### config.mk
export PLATFORM = sky130hd
export DESIGN_NAME = eyeriss_conv_wrapper
export DESIGN_NICKNAME = d
export VERILOG_FILES = /design/src/rtl/eyeriss_pkg.sv /design/src/rtl/glb_bank.sv /design/src/rtl/eyeriss_conv_wrapper.sv
export SDC_FILE = /design/constraint.sdc
export NUM_CORES = 1
export LEC_CHECK = 0
export CAP_MARGIN = 20
export CORE_ASPECT_RATIO = 0.7
export CORE_MARGIN = 1.5
export CORE_UTILIZATION = 55
export CTS_BUF_LIST = sky130_fd_sc_hd__clkbuf_4 sky130_fd_sc_hd__clkbuf_8 sky130_fd_sc_hd__clkbuf_16
export DETAILED_ROUTE_END_ITERATION = 12
export GPL_TIMING_DRIVEN = 0
export PLACE_DENSITY = 0.71
export SYNTH_ARGS = -nofsm -noshare
export SYNTH_HDL_FRONTEND = slang
export SYNTH_SLANG_ARGS = --single-unit
### constraint.sdc
create_clock -name i_clk -period 3.9 [get_ports i_clk]
set_clock_uncertainty 0.2 [all_clocks]
set_input_delay 0.78 -clock i_clk [delete_from_list [all_inputs] [get_ports i_clk]]
set_output_delay 0.78 -clock i_clk [all_outputs]
set_load 0.005 [all_outputs]
### src/rtl/eyeriss_pkg.sv
// Shared definitions for the Eyeriss conv3 core: bank indices, controller states
// and the GLB address layout helpers used by the controller.
package eyeriss_pkg;

    localparam int IFMAP_BANK = 0;
    localparam int PSUM_BANK  = 1;
    localparam int WGHT_BANK  = 2;

    typedef enum logic [2:0] {
        ST_IDLE,
        ST_RD_INIT,
        ST_MAC,
        ST_WR,
        ST_DONE
    } state_e;

    // Padded input plane of side h, channel-major.
    function automatic logic [31:0] ifmap_addr(input logic [15:0] c, y, x, h);
        return (32'(c) * 32'(h) + 32'(y)) * 32'(h) + 32'(x);
    endfunction

    function automatic logic [31:0] wght_addr(input logic [15:0] m, c, r, s, nc, rs);
        return ((32'(m) * 32'(nc) + 32'(c)) * 32'(rs) + 32'(r)) * 32'(rs) + 32'(s);
    endfunction

    function automatic logic [31:0] psum_addr(input logic [15:0] m, oy, ox, e);
        return (32'(m) * 32'(e) + 32'(oy)) * 32'(e) + 32'(ox);
    endfunction

    // Outputs live directly after the M*E*E init words.
    function automatic logic [31:0] out_addr(input logic [15:0] m, oy, ox, e, nm);
        return 32'(nm) * 32'(e) * 32'(e) + psum_addr(m, oy, ox, e);
    endfunction

endpackage

### src/rtl/glb_bank.sv
// Single-port GLB bank: one read or one write per cycle, registered read data.
module glb_bank #(
    parameter int DEPTH = 8192,
    parameter int WIDTH = 32
) (
    input  logic                     i_clk,
    input  logic                     we,
    input  logic [$clog2(DEPTH)-1:0] addr,
    input  logic [WIDTH-1:0]         wdata,
    output logic [WIDTH-1:0]         rdata
);

    logic [WIDTH-1:0] BRAM [0:DEPTH-1];

    always_ff @(posedge i_clk) begin
        if (we) begin
            BRAM[addr] <= wdata;
        end else begin
            rdata <= BRAM[addr];
        end
    end

endmodule

### src/rtl/eyeriss_conv_wrapper.sv
// Conv3 accelerator core: three-bank GLB plus a sequential controller that
// walks every output pixel, accumulating init + sum(ifmap * weight) into the psum bank.
module eyeriss_conv_wrapper
    import eyeriss_pkg::*;
#(
    parameter int BANK_NUM              = 3,
    parameter int BANK_DEPTH            = 8192,
    parameter int DATA_BITWIDTH         = 32,
    parameter int NUM_ROWS              = 3,
    parameter int NUM_COLS              = 13,
    parameter int IN_CH                 = 4,
    parameter int OUT_CH                = 16,
    parameter int IFMAP_ROW_ID_BITWIDTH = 4,
    parameter int WGHT_ROW_ID_BITWIDTH  = 4,
    parameter int PSUM_ROW_ID_BITWIDTH  = 4,
    parameter int IFMAP_COL_ID_BITWIDTH = 5,
    parameter int WGHT_COL_ID_BITWIDTH  = 4,
    parameter int PSUM_COL_ID_BITWIDTH  = 4,
    parameter int IFMAP_BUS_BITWIDTH    = 32,
    parameter int WGHT_BUS_BITWIDTH     = 32,
    parameter int PSUM_BUS_BITWIDTH     = 32
) (
    input  logic i_clk,
    input  logic i_rst,
    input  logic i_core_start,
    output logic o_core_done
);

    localparam int          AW      = $clog2(BANK_DEPTH);
    localparam logic [15:0] DIM_C   = 16'(IN_CH);
    localparam logic [15:0] DIM_M   = 16'(OUT_CH);
    localparam logic [15:0] DIM_R   = 16'(NUM_ROWS);
    localparam logic [15:0] DIM_E   = 16'(NUM_COLS);
    localparam logic [15:0] DIM_H   = 16'(NUM_COLS + NUM_ROWS - 1);
    localparam logic [15:0] C_LAST  = 16'(IN_CH - 1);
    localparam logic [15:0] M_LAST  = 16'(OUT_CH - 1);
    localparam logic [15:0] RS_LAST = 16'(NUM_ROWS - 1);
    localparam logic [15:0] E_LAST  = 16'(NUM_COLS - 1);

    if (BANK_NUM != WGHT_BANK + 1 ||
        IFMAP_BUS_BITWIDTH != DATA_BITWIDTH || WGHT_BUS_BITWIDTH != DATA_BITWIDTH ||
        PSUM_BUS_BITWIDTH != DATA_BITWIDTH ||
        IFMAP_ROW_ID_BITWIDTH < 1 || WGHT_ROW_ID_BITWIDTH < 1 || PSUM_ROW_ID_BITWIDTH < 1 ||
        IFMAP_COL_ID_BITWIDTH < 1 || WGHT_COL_ID_BITWIDTH < 1 || PSUM_COL_ID_BITWIDTH < 1) begin : g_bad_cfg
        $error("eyeriss_conv_wrapper: unsupported bank count or bus width configuration");
    end

    // Wrap-around multiply-accumulate: product and sum both truncated to the word width.
    function automatic logic signed [DATA_BITWIDTH-1:0] mac_wrap(
        input logic signed [DATA_BITWIDTH-1:0] acc,
        input logic signed [DATA_BITWIDTH-1:0] a,
        input logic signed [DATA_BITWIDTH-1:0] b
    );
        return acc + a * b;
    endfunction

    state_e                            state_q, state_d;
    logic [15:0]                       m_q, oy_q, ox_q, c_q, r_q, s_q;
    logic                              issue_done_q;
    logic                              init_p1, vld_p1;
    logic signed [DATA_BITWIDTH-1:0]   acc_q;

    logic                              mac_rd;
    logic                              last_step, last_out;
    logic [AW-1:0]                     if_addr, wt_addr, ps_addr;
    logic                              ps_we;
    logic [PSUM_BUS_BITWIDTH-1:0]      ps_wdata;
    logic [IFMAP_BUS_BITWIDTH-1:0]     if_rdata;
    logic [WGHT_BUS_BITWIDTH-1:0]      wt_rdata;
    logic [PSUM_BUS_BITWIDTH-1:0]      ps_rdata;

    if (1) begin : glb_inst
        glb_bank #(.DEPTH(BANK_DEPTH), .WIDTH(DATA_BITWIDTH)) u_glb_bank_ifmap (
            .i_clk (i_clk),
            .we    (1'b0),
            .addr  (if_addr),
            .wdata ('0),
            .rdata (if_rdata)
        );
        glb_bank #(.DEPTH(BANK_DEPTH), .WIDTH(DATA_BITWIDTH)) u_glb_bank_psum (
            .i_clk (i_clk),
            .we    (ps_we),
            .addr  (ps_addr),
            .wdata (ps_wdata),
            .rdata (ps_rdata)
        );
        glb_bank #(.DEPTH(BANK_DEPTH), .WIDTH(DATA_BITWIDTH)) u_glb_bank_wght (
            .i_clk (i_clk),
            .we    (1'b0),
            .addr  (wt_addr),
            .wdata ('0),
            .rdata (wt_rdata)
        );
    end

    assign last_step   = (s_q == RS_LAST) && (r_q == RS_LAST) && (c_q == C_LAST);
    assign last_out    = (ox_q == E_LAST) && (oy_q == E_LAST) && (m_q == M_LAST);
    assign o_core_done = (state_q == ST_DONE);

    always_comb begin
        state_d  = state_q;
        mac_rd   = 1'b0;
        ps_we    = 1'b0;
        ps_addr  = '0;
        ps_wdata = '0;
        if_addr  = '0;
        wt_addr  = '0;
        case (state_q)
            ST_IDLE, ST_DONE: begin
                if (i_core_start) state_d = ST_RD_INIT;
            end
            ST_RD_INIT: begin
                ps_addr = AW'(psum_addr(m_q, oy_q, ox_q, DIM_E));
                state_d = ST_MAC;
            end
            ST_MAC: begin
                // Reads stop after the last tap; one more cycle drains its product.
                if (!issue_done_q) begin
                    mac_rd  = 1'b1;
                    if_addr = AW'(ifmap_addr(c_q, oy_q + r_q, ox_q + s_q, DIM_H));
                    wt_addr = AW'(wght_addr(m_q, c_q, r_q, s_q, DIM_C, DIM_R));
                end else begin
                    state_d = ST_WR;
                end
            end
            ST_WR: begin
                ps_we    = 1'b1;
                ps_addr  = AW'(out_addr(m_q, oy_q, ox_q, DIM_E, DIM_M));
                ps_wdata = acc_q;
                state_d  = last_out ? ST_DONE : ST_RD_INIT;
            end
            default: state_d = ST_IDLE;
        endcase
    end

    always_ff @(posedge i_clk) begin
        if (i_rst) begin
            state_q      <= ST_IDLE;
            m_q          <= '0;
            oy_q         <= '0;
            ox_q         <= '0;
            c_q          <= '0;
            r_q          <= '0;
            s_q          <= '0;
            issue_done_q <= 1'b0;
            init_p1      <= 1'b0;
            vld_p1       <= 1'b0;
            acc_q        <= '0;
        end else begin
            state_q <= state_d;
            init_p1 <= (state_q == ST_RD_INIT);
            vld_p1  <= mac_rd;

            // Bank data arrives one cycle after the address was issued.
            if (state_q == ST_MAC) begin
                if (init_p1) begin
                    acc_q <= signed'(ps_rdata);
                end else if (vld_p1) begin
                    acc_q <= mac_wrap(acc_q, signed'(if_rdata), signed'(wt_rdata));
                end
            end

            case (state_q)
                ST_IDLE, ST_DONE: begin
                    if (i_core_start) begin
                        m_q  <= '0;
                        oy_q <= '0;
                        ox_q <= '0;
                    end
                end
                ST_RD_INIT: begin
                    c_q          <= '0;
                    r_q          <= '0;
                    s_q          <= '0;
                    issue_done_q <= 1'b0;
                end
                ST_MAC: begin
                    if (mac_rd) begin
                        if (last_step) issue_done_q <= 1'b1;
                        if (s_q == RS_LAST) begin
                            s_q <= '0;
                            if (r_q == RS_LAST) begin
                                r_q <= '0;
                                c_q <= c_q + 16'd1;
                            end else begin
                                r_q <= r_q + 16'd1;
                            end
                        end else begin
                            s_q <= s_q + 16'd1;
                        end
                    end
                end
                ST_WR: begin
                    if (ox_q == E_LAST) begin
                        ox_q <= '0;
                        if (oy_q == E_LAST) begin
                            oy_q <= '0;
                            m_q  <= m_q + 16'd1;
                        end else begin
                            oy_q <= oy_q + 16'd1;
                        end
                    end else begin
                        ox_q <= ox_q + 16'd1;
                    end
                end
                default: ;
            endcase
        end
    end

endmodule

==> results of run 1 <==
[cell type report]
cell class,instances,area [sq um]
Buffer,34,138
Clock buffer,12,260
Clock inverter,4,47.5
Fill cell,835,3400
Inverter,20,75.1
Multi-Input combinational cell,501,3150
Sequential cell,100,2000
Tap cell,124,155
Timing Repair Buffer,3,27.5
[stage by stage]
stage / hold WS [ns] / cells / total power, mW / setup WS [ns] / utilization, %
final: 0.286 / 798 / 2.17 / 0.826 / 63.3
after global routing: 0.309 / 798 / 2.23 / 0.710 / 63.3
after CTS: 0.287 / 798 / 2.17 / 0.911 / 63.3
after detailed placement: 0.278 / 782 / 1.25 / 0.723 / 60.0
after global placement: 0.265 / 781 / 1.24 / 0.668 / 59.9
after floorplan: 0.252 / 655 / 1.19 / 1.49 / -
[cells by family after synthesis]
family,count (synthesis),synth area share (%)
AND/OR/NAND/NOR,290,31.1
AO/OA/AOI/OAI,175,21.0
XOR/XNOR,25,4.08
flip-flops,100,37.3
adder cells (fa/ha/maj),10,2.33
multiplexers,1,0.187
buffers and inverters,54,3.96
[worst max-delay path: stages (launching register included)]
cell and delay (ns):
dfxtp_1 0.41, inv_1 0.08, ha_1 0.21, nor4b_1 0.15, and4_1 0.19, buf_2 0.15
o21ai_2 0.37, clkbuf_1 0.38, clkbuf_1 0.51, nor4_1 0.12, o21a_1 0.19
[worst paths after layout]
check                  to  slack (ns)     from  cells after the start
setup / recovery   c_q[5]        0.83   s_q[0]                     10
hold / removal    c_q[15]        0.29  c_q[15]                      2
setup reg to reg   c_q[5]        0.83   s_q[0]                     10
hold reg to reg   c_q[15]        0.29  c_q[15]                      2
[Yosys cell counts (14+ instances only)]
library cell | number | share of area [%]
and3_1 | 14 | 1.6
o21ai_0 | 33 | 3.1
dfxtp_1 | 100 | 37
or4_1 | 22 | 3.1
nor2_1 | 52 | 3.6
nand2_1 | 47 | 3.3
or3_1 | 19 | 2.2
o31ai_1 | 21 | 2.9
nand3_1 | 34 | 3.2
xnor2_1 | 18 | 2.9
clkbuf_1 | 25 | 1.7
nand4_1 | 23 | 2.7
inv_1 | 19 | 1.3
nor3_1 | 15 | 1.4
nor4_1 | 16 | 1.9
a21oi_1 | 61 | 5.7
[routing by layer]
| metal | GRT usage (%) | up-vias |
|---|---|---|
| met3 | 5.45 | 27 |
| met4 | 7.81 | 0 |
| met1 | 40.1 | 2477 |
| li1 | - | 2525 |
| met5 | 0 | - |
| met2 | 39.8 | 197 |
[power by group through the flow]
| stage | sequential (mW) | clock (mW) | combinational, mW |
|---|---|---|---|
| 3_3_place_gp | 1.06 | 0 | 0.181 |
| 4_1_cts | 1.04 | 0.944 | 0.187 |
| 6_report | 1.04 | 0.933 | 0.191 |
| 3_5_place_dp | 1.07 | 0 | 0.186 |
| 5_1_grt | 1.04 | 0.982 | 0.208 |
| 2_1_floorplan | 1.06 | 0 | 0.128 |
[state kept, by name (all words and copies together) (netlist names)]
| signal | cells |
|---|---|
| s_q | 16 |
| c_q | 16 |
| issue_done_q | 1 |
| r_q | 16 |
| oy_q | 16 |
| ox_q | 16 |
| m_q | 16 |
| state_q | 3 |
==> implementation parameters, run 1 <==
Parameter                              Value

Synthesis
  Sequential fraction of the synthesis area ... 37.3%
  Top FF cell, synth ... dfxtp_1
  Synth Register Bits ... 100
  Fraction of synthesis flops using an asynchronous set or reset pin ... 0%
  Yosys synthesis warning count ... 0
  Count of distinct cell types in the synthesized netlist ... 64
  Syn_nets ... 668
  Mean cell area of the mapped netlist ... 8.19 sq um
  Synthesized instance count ... 655
  Number of enable flip-flop cells after synthesis ... 0
  Combined area of all synthesized cells ... 5370 sq um

Power
  Clock network fraction of design power ... 43.1%
  P_sw ... 0.551 mW
  Pwr Density ... 370 nW/um^2
  Switching power as a share of total power ... 25.4%
  Lkg Pwr ... 1.71 nW
  Share of total power in combinational logic ... 8.8%
  Worst vdd rail ir drop ... 221 uV
  Sequential fraction of design power ... 48.1%
  Internal power consumption ... 1.62 mW

Timing
  Setup repair after global routing missed its margin ... no
  Fin. Hold Viols ... 0
  Max Clock Freq ... 325 MHz
  Pins Over Slew Limit ... 0
  Minimum clock period ... 3.07 ns
  # setup viols final ... 0
  Post-Route Setup TNS ... 0 ns
  Actual transition at the worst max-transition pin ... 1.01 ns
  Max-slew headroom at the worst pin ... 31.1%
  Final Cycle Share ... 78.8%

Drt
  Starting DRC count in detailed routing ... 575
  Total wire length ... 13,700 um
  DR WL/cell ... 17.2 um
  Met1 wire length ... 6720 um
  Vias per std cell ... 6.55
  Final ANT Viol Nets ... 0
  Overall via count from detail_route ... 5,226
  DRT Pass-1 Iters ... 5
  Top metal layer carrying routed signals ... met4
  Met2 routed WL ... 5860 um
  DRC viols ... 0
  Metal3 WL ... 922 um

Global routing
  Maximum number of pins on one net before global-route repair ... 16
  Total global-route track usage ... 27.1%
  GRT Residual Overflow ... 0
  Initial antenna violation count ... 0
  First-pass GRT wire length ... 22,600 um
  Vias in the first global route ... 4,637

Layout
  Relative area change from synthesis to final layout ... 9.14%
  Antenna diode count ... 0
  Final Net Count ... 682
  Most common cell after layout, fill and taps aside ... dfxtp_1
  Layout cells sized above 1 ... 6.08%
  Commonest cells after routing, fill and taps aside ... dfxtp_1, a21oi_1, nor2_1
  Design Area, Final ... 5860 sq um

Setup path
  CP Data Arrival Time ... 3.12 ns
  Worst setup path class ... register to register
  Setup crit start kind ... register
  Max FO, Critical Path ... 10
  Kind of end point of the critical path ... register
  Worst endpoint required time ... 3.95 ns

Die
  Width of the chip ... 121 um
  Cell row count ... 29
  Area enclosed by the die boundary ... 10,400 sq um
  Initial standard-cell utilization of the core ... 58.0%
  Number of primary I/O pins ... 4
  Core area ... 9250 sq um
  Overall die height ... 85.6 um

Worst hold path
  Min-delay worst type ... register to register

Clock network
  CTS-repair resized insts ... 0
  CTS H-tree depth ... 3
  Clock network latency to the later pin of the worst-skew pair ... 0.35 ns
  Quantity of hold-fixing buffers added after cts ... 0
  Total setup buffers inserted after CTS ... 0
  CTS root buffer ... clkbuf_16
  CTS clk-pin slew, worst paths ... 0.07 ns
  TritonCTS buffer count ... 9
  TritonCTS clock tree ... yes
  Buffer levels on the longest clock path ... 2
  Number of clock sinks ... 100

Status
  Outcome ... finished clean

Place
  Port Buffers ... 2
  Final HPWL from detailed placement ... 9620 um
  Area after DPL ... 5550 sq um
  RD Place Congestion ... 0.861

Flow run
  # Max-Cap Violations ... 0
No activity file was read; power rests on OpenSTA's default activity.
==> inputs of run 2 (changes only) <==
- clock period: 3.9 -> 3.1 ns (I/O delays scaled with it)
==> run 2 against run 1 <==
Against the previous run: sequential share of layout area down 0.066 points; final cell count unchanged; core utilization up 0.12 points; final area up 0.19%; setup slack worse by 0.64 ns; combinational power up 26%.
==> implementation parameters, run 2 (synthesis results as in run 1) <==
Parameter                              Value

Timing
  Pins Over Slew Limit ... 0 (unchanged)
  Max Clock Freq ... 343 MHz (+5.4%)
  Fin. Hold Viols ... 0 (unchanged)
  Minimum clock period ... 2.92 ns (-0.156 ns)
  Setup repair after global routing missed its margin ... no
  Final Cycle Share ... 94.1% (+15 points)
  # setup viols final ... 0 (unchanged)
  Actual transition at the worst max-transition pin ... 1.10 ns (+0.0921 ns)
  Max-slew headroom at the worst pin ... 24.8% (-6.3 points)
  Post-Route Setup TNS ... 0 ns (unchanged)
  Final setup margin ... 0.182 ns (-0.644 ns)

Status
  Outcome ... finished clean

Setup path
  Worst path max stage delay ... 1.03 ns (+0.52 ns)
  Slowest-stage cell, CP ... a2111oi_0
  Kind of end point of the critical path ... register
  Crit-path leading delay family ... compound AO/OA/AOI/OAI gates
  Worst endpoint required time ... 3.18 ns (-0.77 ns)
  Worst setup path class ... register to register
  Worst-case reg-to-reg path depth ... 7 (-3)
  Endpoint of the lowest-slack register-to-register path ... m_q[8]
  Worst reg-to-reg setup slack ... 0.18 ns (-0.64 ns)
  Origin of the critical flop-to-flop path ... oy_q[0]
  Setup crit start kind ... register
  CP Data Arrival Time ... 3.00 ns (-0.12 ns)
  Critical path cell sequence ... inv_1 > ha_1 > nor3b_1 > a41oi_2 > a2111oi_0 > nand3b_1 > a21oi_1
  Number of buffer and inverter stages on the critical path ... 1 (-3)
  Max FO, Critical Path ... 8 (-2)

Global routing
  Initial antenna violation count ... 0 (unchanged)
  Vias in the first global route ... 4,637 (unchanged)
  Total global-route track usage ... 27.1% (unchanged)
  GRT Residual Overflow ... 0 (unchanged)
  First-pass GRT wire length ... 22,600 um (unchanged)
  Maximum number of pins on one net before global-route repair ... 16 (unchanged)

Die
  Initial standard-cell utilization of the core ... 58.0% (unchanged)
  Width of the chip ... 121 um (unchanged)
  Overall die height ... 85.6 um (unchanged)
  Core area ... 9250 sq um (unchanged)
  Cell row count ... 29 (unchanged)
  Area enclosed by the die boundary ... 10,400 sq um (unchanged)
  Number of primary I/O pins ... 4 (unchanged)

Clock network
  TritonCTS buffer count ... 9 (unchanged)
  TritonCTS clock tree ... yes
  CTS H-tree depth ... 3 (unchanged)
  Buffer levels on the longest clock path ... 2 (unchanged)
  Number of clock sinks ... 100 (unchanged)
  CTS root buffer ... clkbuf_16
  Clock network latency to the later pin of the worst-skew pair ... 0.36 ns (about the same)
  CTS clk-pin slew, worst paths ... 0.07 ns (about the same)

Layout
  Most common cell after layout, fill and taps aside ... dfxtp_1
  Total area of multi-input combinational cells ... 3160 sq um (+0.32%)
  Antenna diode count ... 0 (unchanged)
  Relative area change from synthesis to final layout ... 9.35%
  Area used by sequential logic in the layout ... 2000 sq um (unchanged)
  # fillers ... 833 (-0.24%)
  Commonest cells after routing, fill and taps aside ... dfxtp_1, a21oi_1, nor2_1
  Final Net Count ... 682 (unchanged)
  Layout cells sized above 1 ... 6.53% (+0.45 points)
  Design Area, Final ... 5870 sq um (+0.19%)

Drt
  Metal3 WL ... 1010 um (+9.5%)
  Starting DRC count in detailed routing ... 545 (-5.2%)
  Top metal layer carrying routed signals ... met4
  Met1 wire length ... 6740 um (+0.22%)
  Vias per std cell ... 6.53 (-0.34%)
  DRT Pass-1 Iters ... 6 (+1)
  DRC viols ... 0 (unchanged)
  Total wire length ... 13,800 um (+0.58%)
  DR WL/cell ... 17.3 um (+0.58%)
  Overall via count from detail_route ... 5,208 (-0.34%)
  Met2 routed WL ... 5840 um (-0.43%)
  Final ANT Viol Nets ... 0 (unchanged)

Worst hold path
  End of the worst hold path ... c_q[15]
  WHS Path Cells ... 2 (unchanged)
  Min-delay worst type ... register to register
  Critical hold path startpoint ... c_q[15]

Place
  RD Place Congestion ... 0.861 (unchanged)
  Pre-CTS worst setup slack ... 0.0834 ns (-0.640 ns)
  Area after DPL ... 5550 sq um (unchanged)
  Port Buffers ... 2 (unchanged)
  Final HPWL from detailed placement ... 9620 um (unchanged)

Flow run
  # Max-Cap Violations ... 0 (unchanged)

Power
  Worst vdd rail ir drop ... 279 uV (+26%)
  Pwr Density ... 464 nW/um^2 (+25%)
  Lkg Pwr ... 1.72 nW (+0.16%)
==> run 2: cell counts in the layout (fill, tap and decap cells not counted) <==
No cell type changed its count.
==> run 2: power by group <==
part | leakage (nW) | internal [mW] | total (mW) | switching (mW)
sequential | 0.806 | 1.30 | 1.31 | 0.0147
clock | 0.152 | 0.676 | 1.17 | 0.494
combinational | 0.759 | 0.0599 | 0.241 | 0.181
==> run 2: stage by stage <==
step / power, mW / hold slack, ns / std cells / util [%]
2_1_floorplan: 1.50 / 0.252 / 655 / -
3_3_place_gp: 1.57 / 0.265 / 781 / 59.9
3_5_place_dp: 1.57 / 0.278 / 782 / 60.0
4_1_cts: 2.73 / 0.287 / 798 / 63.3
5_1_grt: 2.81 / 0.309 / 798 / 63.4
6_report: 2.72 / 0.287 / 798 / 63.4
==> run 2: worst max-delay path by stage <==
stage | slack, ns | startpoint | depth (start not counted) | to
6_report | 0.18 | oy_q[0] | 7 | m_q[8]
5_1_grt | 0.05 | s_q[0] | 9 | r_q[15]
4_1_cts | 0.11 | s_q[0] | 10 | c_q[5]
3_5_place_dp | 0.08 | i_core_start | 6 | m_q[4]
3_3_place_gp | 0.03 | i_core_start | 6 | m_q[4]
2_1_floorplan | 0.69 | ox_q[0] | 8 | m_q[13]
==> run 2: layer usage <==
| metal | global-route usage, % | vias up |
|---|---|---|
| li1 | - | 2522 |
| met1 | 40.1 | 2449 |
| met2 | 39.8 | 208 |
| met3 | 5.45 | 29 |
| met4 | 7.81 | 0 |
| met5 | 0 | - |
==> run 2: final cells by class <==
type	count	share of cell area, %
timing repair buffer	3	0.469
sequential	100	34.1
clock inverter	4	0.810
multi-input combinational	501	53.9
buffer	34	2.37
inverter	20	1.28
clock buffer	12	4.44
tap	124	2.64
==> run 2: tightest hold or removal path: cells and delay by family (launching register included) <==
kind / cells / cell delay, ns
DFF: 1 / 0.32
AOI/OAI and AO/OA: 2 / 0.11
==> run 2: what timing repair did <==
action | in CTS | in global routing
endpoints found under the setup margin | 0 | 19
resized for setup | 0 | 4
setup buffers | 0 | 0
hold buffers | 0 | 0
==> inputs of run 3 (changes only) <==
- RECOVER_POWER: not set -> 25
- clock period: 3.1 -> 3.8 ns (I/O delays scaled with it)
==> run 3 against run 2 <==
Against the previous run: clock power is 18% lower; fmax decreased by 8.3%; sequential power decreased by 18%; largest cell class unchanged; first-iteration DRC count up 11%; die area stayed put; final area shrank 0.21%; worst hold slack lost 0.00061 ns; core utilization is 0.14 points lower; critical path type unchanged; power fell by 18%; register-to-register slack gained 0.43 ns.
==> implementation parameters, run 3 (synthesis results as in run 1) <==
Parameter                              Value

Clock network
  CTS-repair resized insts ... 0 (unchanged)
  CTS root buffer ... clkbuf_16
  CTS H-tree depth ... 3 (unchanged)
  CTS clk-pin slew, worst paths ... 0.07 ns (about the same)
  TritonCTS buffer count ... 9 (unchanged)
  Clock network latency to the later pin of the worst-skew pair ... 0.35 ns (about the same)
  Quantity of hold-fixing buffers added after cts ... 0 (unchanged)
  TritonCTS clock tree ... yes
  Total setup buffers inserted after CTS ... 0 (unchanged)
  Number of clock sinks ... 100 (unchanged)
  Buffer levels on the longest clock path ... 2 (unchanged)

Die
  Area enclosed by the die boundary ... 10,400 sq um (unchanged)
  Initial standard-cell utilization of the core ... 58.0% (unchanged)
  Cell row count ... 29 (unchanged)
  Overall die height ... 85.6 um (unchanged)
  Width of the chip ... 121 um (unchanged)
  Number of primary I/O pins ... 4 (unchanged)
  Core area ... 9250 sq um (unchanged)

Global routing
  Maximum number of pins on one net before global-route repair ... 16 (unchanged)
  GRT Residual Overflow ... 0 (unchanged)
  Total global-route track usage ... 27.1% (unchanged)
  First-pass GRT wire length ... 22,600 um (unchanged)
  Initial antenna violation count ... 0 (unchanged)
  Vias in the first global route ... 4,637 (unchanged)

Power
  Pwr Density ... 380 nW/um^2 (-18%)
  Worst vdd rail ir drop ... 228 uV (-18%)
  Lkg Pwr ... 1.71 nW (-0.40%)

Layout
  Layout cells sized above 1 ... 5.93% (-0.59 points)
  Design Area, Final ... 5850 sq um (-0.21%)
  Final Util ... 63.3% (-0.14 points)
  # fillers ... 836 (+0.36%)
  Antenna diode count ... 0 (unchanged)
  Final Net Count ... 682 (unchanged)
  Commonest cells after routing, fill and taps aside ... dfxtp_1, a21oi_1, nor2_1
  Cell Count, Final, Fillers Out ... 798 (unchanged)
  Relative area change from synthesis to final layout ... 9.12%
  Most common cell after layout, fill and taps aside ... dfxtp_1

Drt
  Total wire length ... 13,800 um (-0.12%)
  Vias per std cell ... 6.51 (-0.29%)
  DRC viols ... 0 (unchanged)
  DRT Pass-1 Iters ... 5 (-1)
  Final ANT Viol Nets ... 0 (unchanged)
  Overall via count from detail_route ... 5,193 (-0.29%)
  Starting DRC count in detailed routing ... 606 (+11%)
  DR WL/cell ... 17.3 um (-0.12%)

Setup path
  Startpoint of the worst setup timing path ... s_q[0]
  Critical path cell sequence ... inv_1 > ha_1 > nor4b_1 > and4_1 > clkbuf_1 > o21ai_2 > o21ai_0 > clkbuf_1 > nor2_1
  Worst endpoint required time ... 3.83 ns (+0.65 ns)
  Kind of end point of the critical path ... register
  Origin of the critical flop-to-flop path ... s_q[0]
  Worst setup path class ... register to register
  Most frequent CP cell ... clkbuf_1
  Slowest-stage cell, CP ... o21ai_0
  Worst-case reg-to-reg path depth ... 9 (+2)
  Max FO, Critical Path ... 10 (+2)
  Worst reg-to-reg setup slack ... 0.62 ns (+0.43 ns)
  CP Data Arrival Time ... 3.21 ns (+0.21 ns)
  Setup crit start kind ... register
  Worst setup path endpoint ... r_q[6]
  Worst path max stage delay ... 0.74 ns (-0.29 ns)
  Endpoint of the lowest-slack register-to-register path ... r_q[6]

Place
  Port Buffers ... 2 (unchanged)
  Final HPWL from detailed placement ... 9620 um (unchanged)
  Cells after DPL ... 782 (unchanged)
  Area after DPL ... 5550 sq um (unchanged)
  RD Place Congestion ... 0.861 (unchanged)

Worst hold path
  Min-delay worst type ... register to register

Timing
  Actual transition at the worst max-transition pin ... 1.03 ns (-0.0687 ns)
  Setup repair after global routing missed its margin ... no
  # setup viols final ... 0 (unchanged)
  Max-slew headroom at the worst pin ... 29.5% (+4.7 points)
  Pins Over Slew Limit ... 0 (unchanged)
  Fin. Hold Viols ... 0 (unchanged)
  Final Cycle Share ... 83.8% (-10 points)
  Post-Route Setup TNS ... 0 ns (unchanged)
  Minimum clock period ... 3.18 ns (+0.265 ns)
  Max Clock Freq ... 314 MHz (-8.3%)

Flow run
  # Max-Cap Violations ... 0 (unchanged)

Status
  Outcome ... finished clean
-- run 3: changes by cell type in the layout (fill, tap and decap cells not counted), sizes merged --
cell,delta
buf,-2
clkbuf,+2
clkdlybuf4s50,-1
dlygate4sd3,+1
-- run 3: area by class of cell --
cell class	instances	area, sq um	share of cell area [%]
Clock buffer	12	260	4.45
Inverter	20	75.1	1.28
Timing Repair Buffer	3	27.5	0.470
Multi-Input combinational cell	501	3150	53.8
Buffer	34	136	2.33
Tap cell	124	155	2.65
Clock inverter	4	47.5	0.812
Sequential cell	100	2000	34.2
-- run 3: worst min path at each step --
| stage | start | to | cells after the start |
|---|---|---|---|
| after floorplan | m_q[15] | m_q[15] | 2 |
| after global placement | m_q[15] | m_q[15] | 2 |
| after detailed placement | c_q[15] | c_q[15] | 2 |
| after CTS | c_q[15] | c_q[15] | 2 |
| after global routing | c_q[14] | c_q[14] | 2 |
| final | c_q[15] | c_q[15] | 2 |
-- run 3: critical path: cells and delay by family (launching register included) --
kind	cells	cell delay, ns
AOI/OAI and AO/OA	2	0.92
adders and majority gates	1	0.16
buffers and inverters	3	0.73
DFF	1	0.36
and+or+nand+nor	3	0.68
-- run 3: power by group --
part | switching, mW | internal [mW] | total (mW)
Combinational | 0.148 | 0.0480 | 0.196
Sequential | 0.0121 | 1.06 | 1.07
Clock | 0.408 | 0.552 | 0.960
Total | 0.568 | 1.66 | 2.23
-- run 3: stage by stage --
step	total power, mW	setup slack (ns)	hold slack [ns]
5_1_grt	2.29	0.391	0.309
6_report	2.23	0.617	0.286
2_1_floorplan	1.22	1.39	0.252
3_5_place_dp	1.28	0.643	0.278
3_3_place_gp	1.28	0.588	0.265
4_1_cts	2.23	0.811	0.287
-- run 3: per-layer routing --
layer | vias up | share of wire, % | GRT usage [%]
li1 | 2526 | - | -
met1 | 2444 | 50 | 40.1
met2 | 198 | 42 | 39.8
met3 | 25 | 6.8 | 5.45
met4 | 0 | 1.3 | 7.81
met5 | - | 0 | 0
